--- config.mk ---
export PLATFORM = sky130hd
export DESIGN_NAME = pipe_hazard_ctrl
export DESIGN_NICKNAME = d
export VERILOG_FILES = /design/src/rtl/pipe_hazard_ctrl.sv
export SDC_FILE = /design/constraint.sdc
export NUM_CORES = 1
export LEC_CHECK = 0
export ABC_AREA = 1
export ABC_CLOCK_PERIOD_IN_PS = 2200
export BUFFER_PORTS_ARGS = -buffer_cell sky130_fd_sc_hd__buf_4
export CAP_MARGIN = 20
export CELL_PAD_IN_SITES_DETAIL_PLACEMENT = 1
export CELL_PAD_IN_SITES_GLOBAL_PLACEMENT = 2
export CORE_MARGIN = 10
export CORE_UTILIZATION = 30
export DETAILED_ROUTE_END_ITERATION = 12
export MAX_ROUTING_LAYER = met4
export PLACE_DENSITY = 0.79
export SYNTH_ARGS = -nofsm -noshare
export SYNTH_HDL_FRONTEND = slang
export SYNTH_SLANG_ARGS = --single-unit
--- constraint.sdc ---
create_clock -name clock -period 2.2 [get_ports clock]
set_clock_uncertainty 0.1 [all_clocks]
set_input_delay 0.22 -clock clock [delete_from_list [all_inputs] [get_ports clock]]
set_output_delay 0.22 -clock clock [all_outputs]
set_load 0.05 [all_outputs]
--- src/rtl/pipe_hazard_ctrl.sv ---
// Pipeline hazard controller: tracks in-flight register writers after decode,
// selects forwarding sources, detects load-use stalls and counts them.
module pipe_hazard_ctrl #(
    parameter int NSTAGE     = 3,
    parameter int AW         = 5,
    parameter int LOAD_READY = 2,
    parameter int FW         = $clog2(NSTAGE + 1)
) (
    input  logic          clock,
    input  logic          reset,
    input  logic          id_valid,
    input  logic [AW-1:0] id_rs,
    input  logic [AW-1:0] id_rt,
    input  logic          id_use_rs,
    input  logic          id_use_rt,
    input  logic          id_wreg,
    input  logic          id_m2reg,
    input  logic [AW-1:0] id_rn,
    input  logic          stall_ext,
    input  logic          flush,
    output logic          wpcir,
    output logic          bubble,
    output logic [FW-1:0] fwd_a,
    output logic [FW-1:0] fwd_b,
    output logic          wb_valid,
    output logic [AW-1:0] wb_rn,
    output logic [15:0]   hz_count
);

    typedef struct packed {
        logic          valid;
        logic          wreg;
        logic          m2reg;
        logic [AW-1:0] rn;
    } entry_t;

    entry_t        tbl [1:NSTAGE];
    entry_t        new_entry;
    logic [FW-1:0] sel_a;
    logic [FW-1:0] sel_b;
    logic          late_a;
    logic          late_b;
    logic          load_use;

    // Scan oldest to youngest so the youngest matching producer wins; a load
    // that has not yet reached LOAD_READY cannot supply its value.
    always_comb begin
        sel_a  = '0;
        sel_b  = '0;
        late_a = 1'b0;
        late_b = 1'b0;
        for (int k = NSTAGE; k >= 1; k--) begin
            if (tbl[k].valid && tbl[k].wreg && id_use_rs &&
                (id_rs != '0) && (tbl[k].rn == id_rs)) begin
                sel_a  = FW'(k);
                late_a = tbl[k].m2reg && (k < LOAD_READY);
            end
            if (tbl[k].valid && tbl[k].wreg && id_use_rt &&
                (id_rt != '0) && (tbl[k].rn == id_rt)) begin
                sel_b  = FW'(k);
                late_b = tbl[k].m2reg && (k < LOAD_READY);
            end
        end
    end

    // A flushed decode slot never stalls, even if it would have needed a load.
    always_comb begin
        load_use = id_valid && !flush && (late_a || late_b);
        wpcir    = !(load_use || stall_ext);
        bubble   = load_use && !stall_ext;
        fwd_a    = load_use ? '0 : sel_a;
        fwd_b    = load_use ? '0 : sel_b;
        wb_valid = tbl[NSTAGE].valid && tbl[NSTAGE].wreg;
        wb_rn    = tbl[NSTAGE].rn;
    end

    always_comb begin
        new_entry = '0;
        if (id_valid && !load_use && !flush) begin
            new_entry = {1'b1, id_wreg, id_m2reg, id_rn};
        end
    end

    always_ff @(posedge clock) begin
        if (reset) begin
            for (int k = 1; k <= NSTAGE; k++) begin
                tbl[k] <= '0;
            end
        end else if (!stall_ext) begin
            for (int k = NSTAGE; k >= 2; k--) begin
                tbl[k] <= tbl[k-1];
            end
            tbl[1] <= new_entry;
        end
    end

    always_ff @(posedge clock) begin
        if (reset) begin
            hz_count <= '0;
        end else if (!stall_ext && load_use && (hz_count != 16'hFFFF)) begin
            hz_count <= hz_count + 16'd1;
        end
    end

endmodule

# --- After elaboration in Yosys (flattened, before gate mapping) ---
# Memories as Yosys holds them, arrays and structs flattened.
# Cells that the tools add are included.
totals:
  output_inout_bits: 28
  n_memories: 1
  ff_bits: 16
  word_cells: 67
  ramBits: 24
  in_bits: 24
classes:
  n_eq_ne: 7
  n_reduce_logical: 35
  n_mux: 19
  n_addsub: 1
  n_bitwise: 3
mem_list:
  columns: ["name", "depth", "word_bits", "rd", "rd_clocked_by_memory_dff", "write_ports", "line_no", "rtl"]
  rows:
  - ["tbl", 3, 8, 3, 0, 3, "37", "entry_t tbl [1:NSTAGE];"]
ops:
  columns: ["op", "n"]
  rows:
  - ["$mux 8", 4]
  - ["$eq 5x5->1", 6]
  - ["$logic_and 1x1->1", 27]
  - ["$add 16x1->16 const B", 1]
  - ["$mux 2", 8]
  - ["$ne 16x16->1 const B", 1]
  - ["$reduce_bool 5->1", 2]
  - ["$mux 1", 7]
  - ["$logic_not 1->1", 4]
  - ["$or 1x1->1", 3]
  - ["$logic_or 1x1->1", 2]

# --- Depth between registers and ports, before layout ---
logic_depth:
  word_depth: 12
  depth_mapped: 13

# --- Worst setup path before layout ---
# No wires, ideal clock.
synth_timing:
  path_kind: "reg-to-reg"
  from: "register hz_count[0]"
  to: "register hz_count[10]"
  period_less_slack_ps: 2081
  setup_time_ps: 117
  path_slack_ps: 119
  stages_incl_launch_ff: 11
  t_arrival_ps: 1863
  path_cell_list: "dfxtp_1 > ha_1 > nand2_1 > nor2_1 > nand4_2 > nand2_1 > inv_2 > nand2_1 > inv_1 > a21oi_1 > nor2_1"
synth_via:
  elab_chain_len: 2
  elab_cells_between_ends: 3
synth_rtl:
  columns: ["item", "line_no", "rtl"]
  rows:
  - ["start, declared", "27", "output logic [15:0] hz_count"]
  - ["start signal, assigned", "101", "hz_count <= hz_count + 16'd1;"]
  - ["parallel branches: the longest is 2 deep, another holds $add 16x1->16", null, null]
# Several ways; the timed one is not identified.
# A chain may end at the register's enable or synchronous reset.

==> key figures <==
Timing
  • Final min period: between 2 and 2.5 ns
  • Final Cycle Share: 99.16%
  • Fin Hold WS: 0.1318 ns
  • Max Slew Vio Count: 0
  • RSZ-0062 raised after global routing: true
  • Fmax: about 460 MHz
  • Worst-Margin Slew: slightly above 0.5 ns
  • Final setup fails: 0
  • Relative slew margins: between 60% and 70%
  • Hold Fails Final Rpt: 0
  • Final TNS setup: 0 ns

Cells and area
  • Design area: between 3000 and 4000 sq um
  • Final nets: between 400 and 500
  • P&R area growth vs syn: 28.12%
  • Diodes inserted: 0
  • Fill count: approximately 1,000
  • Share of layout cells above drive strength 1: ~25%

Power
  • Peak supply drop: between 0.15 and 0.2 mV
  • Power, Total: 1.505 mW
  • PD cells: 482.8 nW/um^2
  • Pleak: between 1 and 1.5 nW

Clock network
  • Clk_lat worst skew: 0.29 ns
  • Cts bufs inserted: 5
  • Max Buffers Root-to-Sink: 2
  • Root buf cell: clkbuf_8
  • CTS tree: done
  • Htree depth: 2
  • CTS sink count: 38
  • Reg clk slew, reported paths: approximately 0.070 ns

Place
  • Input/output buffers: 51
  • HPWL Detailed: about 5.6 mm
  • Placed cell area: roughly 3000 sq um
  • Routability cong.: 0.8010

Route
  • DRC viols: 0
  • Initial DRC count: a little under 50
  • Antenna-violating nets left: 0
  • Detailed-router iteration count before antenna repair: 4
  • WL/cell: 14.33 um
  • Via density: roughly 4.6
  • Total number of vias: approximately 2,300
  • Detailed Route WL: approximately 7.2 mm

Min path
  • Worst hold start: id_rn[0]
  • Hold path depth: 3
  • Worst hold path type: in2reg

Global route
  • Largest net degree at the start of global routing: 23
  • Initial antenna violation count: 0
  • Vias in the first global route: approximately 2,400
  • Tot GR Track Use: between 10% and 20%
  • Overflow after GRT: 0
  • First-pass GRT wire length: between 10 and 15 mm

Critical path
  • CP peak stage delay: 0.46 ns
  • R2R cell count: 13
  • Crit. Startpoint: tbl[0][12]
  • Critical path type: reg2out
  • Crit Path Max Fanout: 6
  • Top Family by Delay on Critical Path: simple AND/OR/NAND/NOR gates
  • Reg2reg start: tbl[0][12]
  • Levels on crit path: 10
  • Crit. End Element: primary output
  • Crit-path slowest cell: edfxtp_1
  • WP data required: 1.88 ns
  • Worst path cell trace: buf_4, nand2_1, nand3_1, nor2_1, nand2_2, nand2_4, nand3_4, o211ai_1, inv_1, buf_6
  • Worst Setup Start Kind: register
  • Crit path arrival time: around 1.9 ns
  • R2R Setup Slk: ~0.17 ns
  • Buffers & Inverters on Critical Path: 3

Yosys
  • Post-synthesis net count: around 360
  • Mapped Cells: 332
  • Cell accounting for the most synthesized area: edfxtp_1
  • Netlist cell types: 35
  • Register area share after synthesis: between 40% and 50%
  • Synth Cell Area: between 2000 and 2500 sq um
  • Yosys reg bits: 38
  • Synth warn: 0
  • Synth top area share: 27.15%
  • Top post-synthesis cells by area: edfxtp_1 (27%), dfxtp_1 (13%), nor2_1 (11%)
  • Synth Area per Inst: roughly 7.3 sq um

Floorplanning
  • Initial Util: roughly 31%
  • Core ar.: about 8000 sq um
  • Horizontal die dimension: between 100 and 150 um
  • Top Ports: 52
  • FP Rows: 32
  • DIE AREA: roughly 12,000 sq um
  • DIE HEIGHT: roughly 110 um

Flow run
  • Max-cap violations: 0

Status
  • Status: finished clean
Yosys cell counts (all sizes together):
library cell	number
a21oi	13
and3	1
buf	8
clkbuf	2
clkinv	1
dfxtp	16
edfxtp	22
ha	1
inv	55
nand2	68
nand3	27
nand3b	1
nand4	9
nor2	72
nor3	3
nor3b	1
nor4	2
o211ai	1
o21ai	2
o22ai	2
o31ai	1
or2	2
xnor2	16
xor2	6
final cells by class:
cell class / instances / area (sq um) / share of cell area (%)
Timing Repair Buffer: 70 / 544.3 / 17.46
Inverter: 56 / 210.2 / 6.742
Tap cell: 102 / 127.6 / 4.093
Sequential cell: 38 / 980.9 / 31.46
Clock inverter: 2 / 8.758 / 0.2809
Clock buffer: 6 / 72.57 / 2.327
Multi-Input combinational cell: 228 / 1174 / 37.64
layer usage:
metal,GRT usage [%],wire length [um],up-vias
met2,19.05,3262,32
li1,-,-,1173
met4,3.346,77,0
met5,-,0,-
met3,2.263,276,5
met1,16.59,3578,1080
cell families after synthesis:
kind of cell	synth area share [%]
AO/OA/AOI/OAI	5.604
AND/OR/NAND/NOR	33.68
flip-flops	40.31
XOR/XNOR	7.918
buffers and inverters	11.98
adder cells (fa/ha/maj)	0.5141
metrics by stage:
stage                     setup WS, ns  utilization (%)  cells
after detailed placement        0.1183            37.63    485
after global placement          0.1392            37.63    485
after floorplan                 0.1195                -    332
after global routing           -0.1220            39.94    502
final                          0.01845            39.94    502
after CTS                    0.0009861            38.86    495
path summary, 6_finish.rpt:
path	end
hold / removal	tbl[0][8]
setup reg to reg	hz_count[10]
setup / recovery	fwd_a[1]
hold reg to reg	hz_count[4]
state kept, by name (all words and copies together), names as in the netlist:
register	cells
hz_count	16
tbl	22
repair_timing:
| item | CTS | global route |
|---|---|---|
| resized for setup | 0 | 8 |
| buffers inserted | 2 | 7 |
| setup endpoints to repair | 2 | 14 |
| cloned | 0 | 0 |
| hold buffers | 0 | 0 |
| pin swaps | 2 | 3 |
cells in the final DEF, fill, tap and decap left out, drive strengths merged, types with 2 or more instances in the layout:
master  synthesis  routed
nor2           72      72
buf             8      70
nand2          68      68
inv            55      55
nand3          27      27
edfxtp         22      22
dfxtp          16      16
xnor2          16      16
a21oi          13      13
nand4           9       9
xor2            6       6
clkbuf          2       6
nor3            3       3
clkinv          1       3
or2             2       2
o21ai           2       2
o22ai           2       2
nor4            2       2
worst register-to-register path: stages (launching register included):
cell,delay [ns]
edfxtp_1,0.46
buf_4,0.17
nand2_1,0.05
nand3_1,0.07
nor2_1,0.13
nand2_2,0.09
nand2_4,0.08
nand3_4,0.11
nor2_4,0.21
buf_6,0.14
buf_4,0.13
nand3_1,0.07
nand2_1,0.07
nor2_1,0.04
report_power, final:
group	leakage [nW]	switching (mW)	internal, mW	total (mW)
registers	0.372	0.0239	0.777	0.801
clock network	0.0426	0.260	0.219	0.479
logic	1.04	0.130	0.0949	0.225
Note: power is estimated with default switching activity, not from simulation.
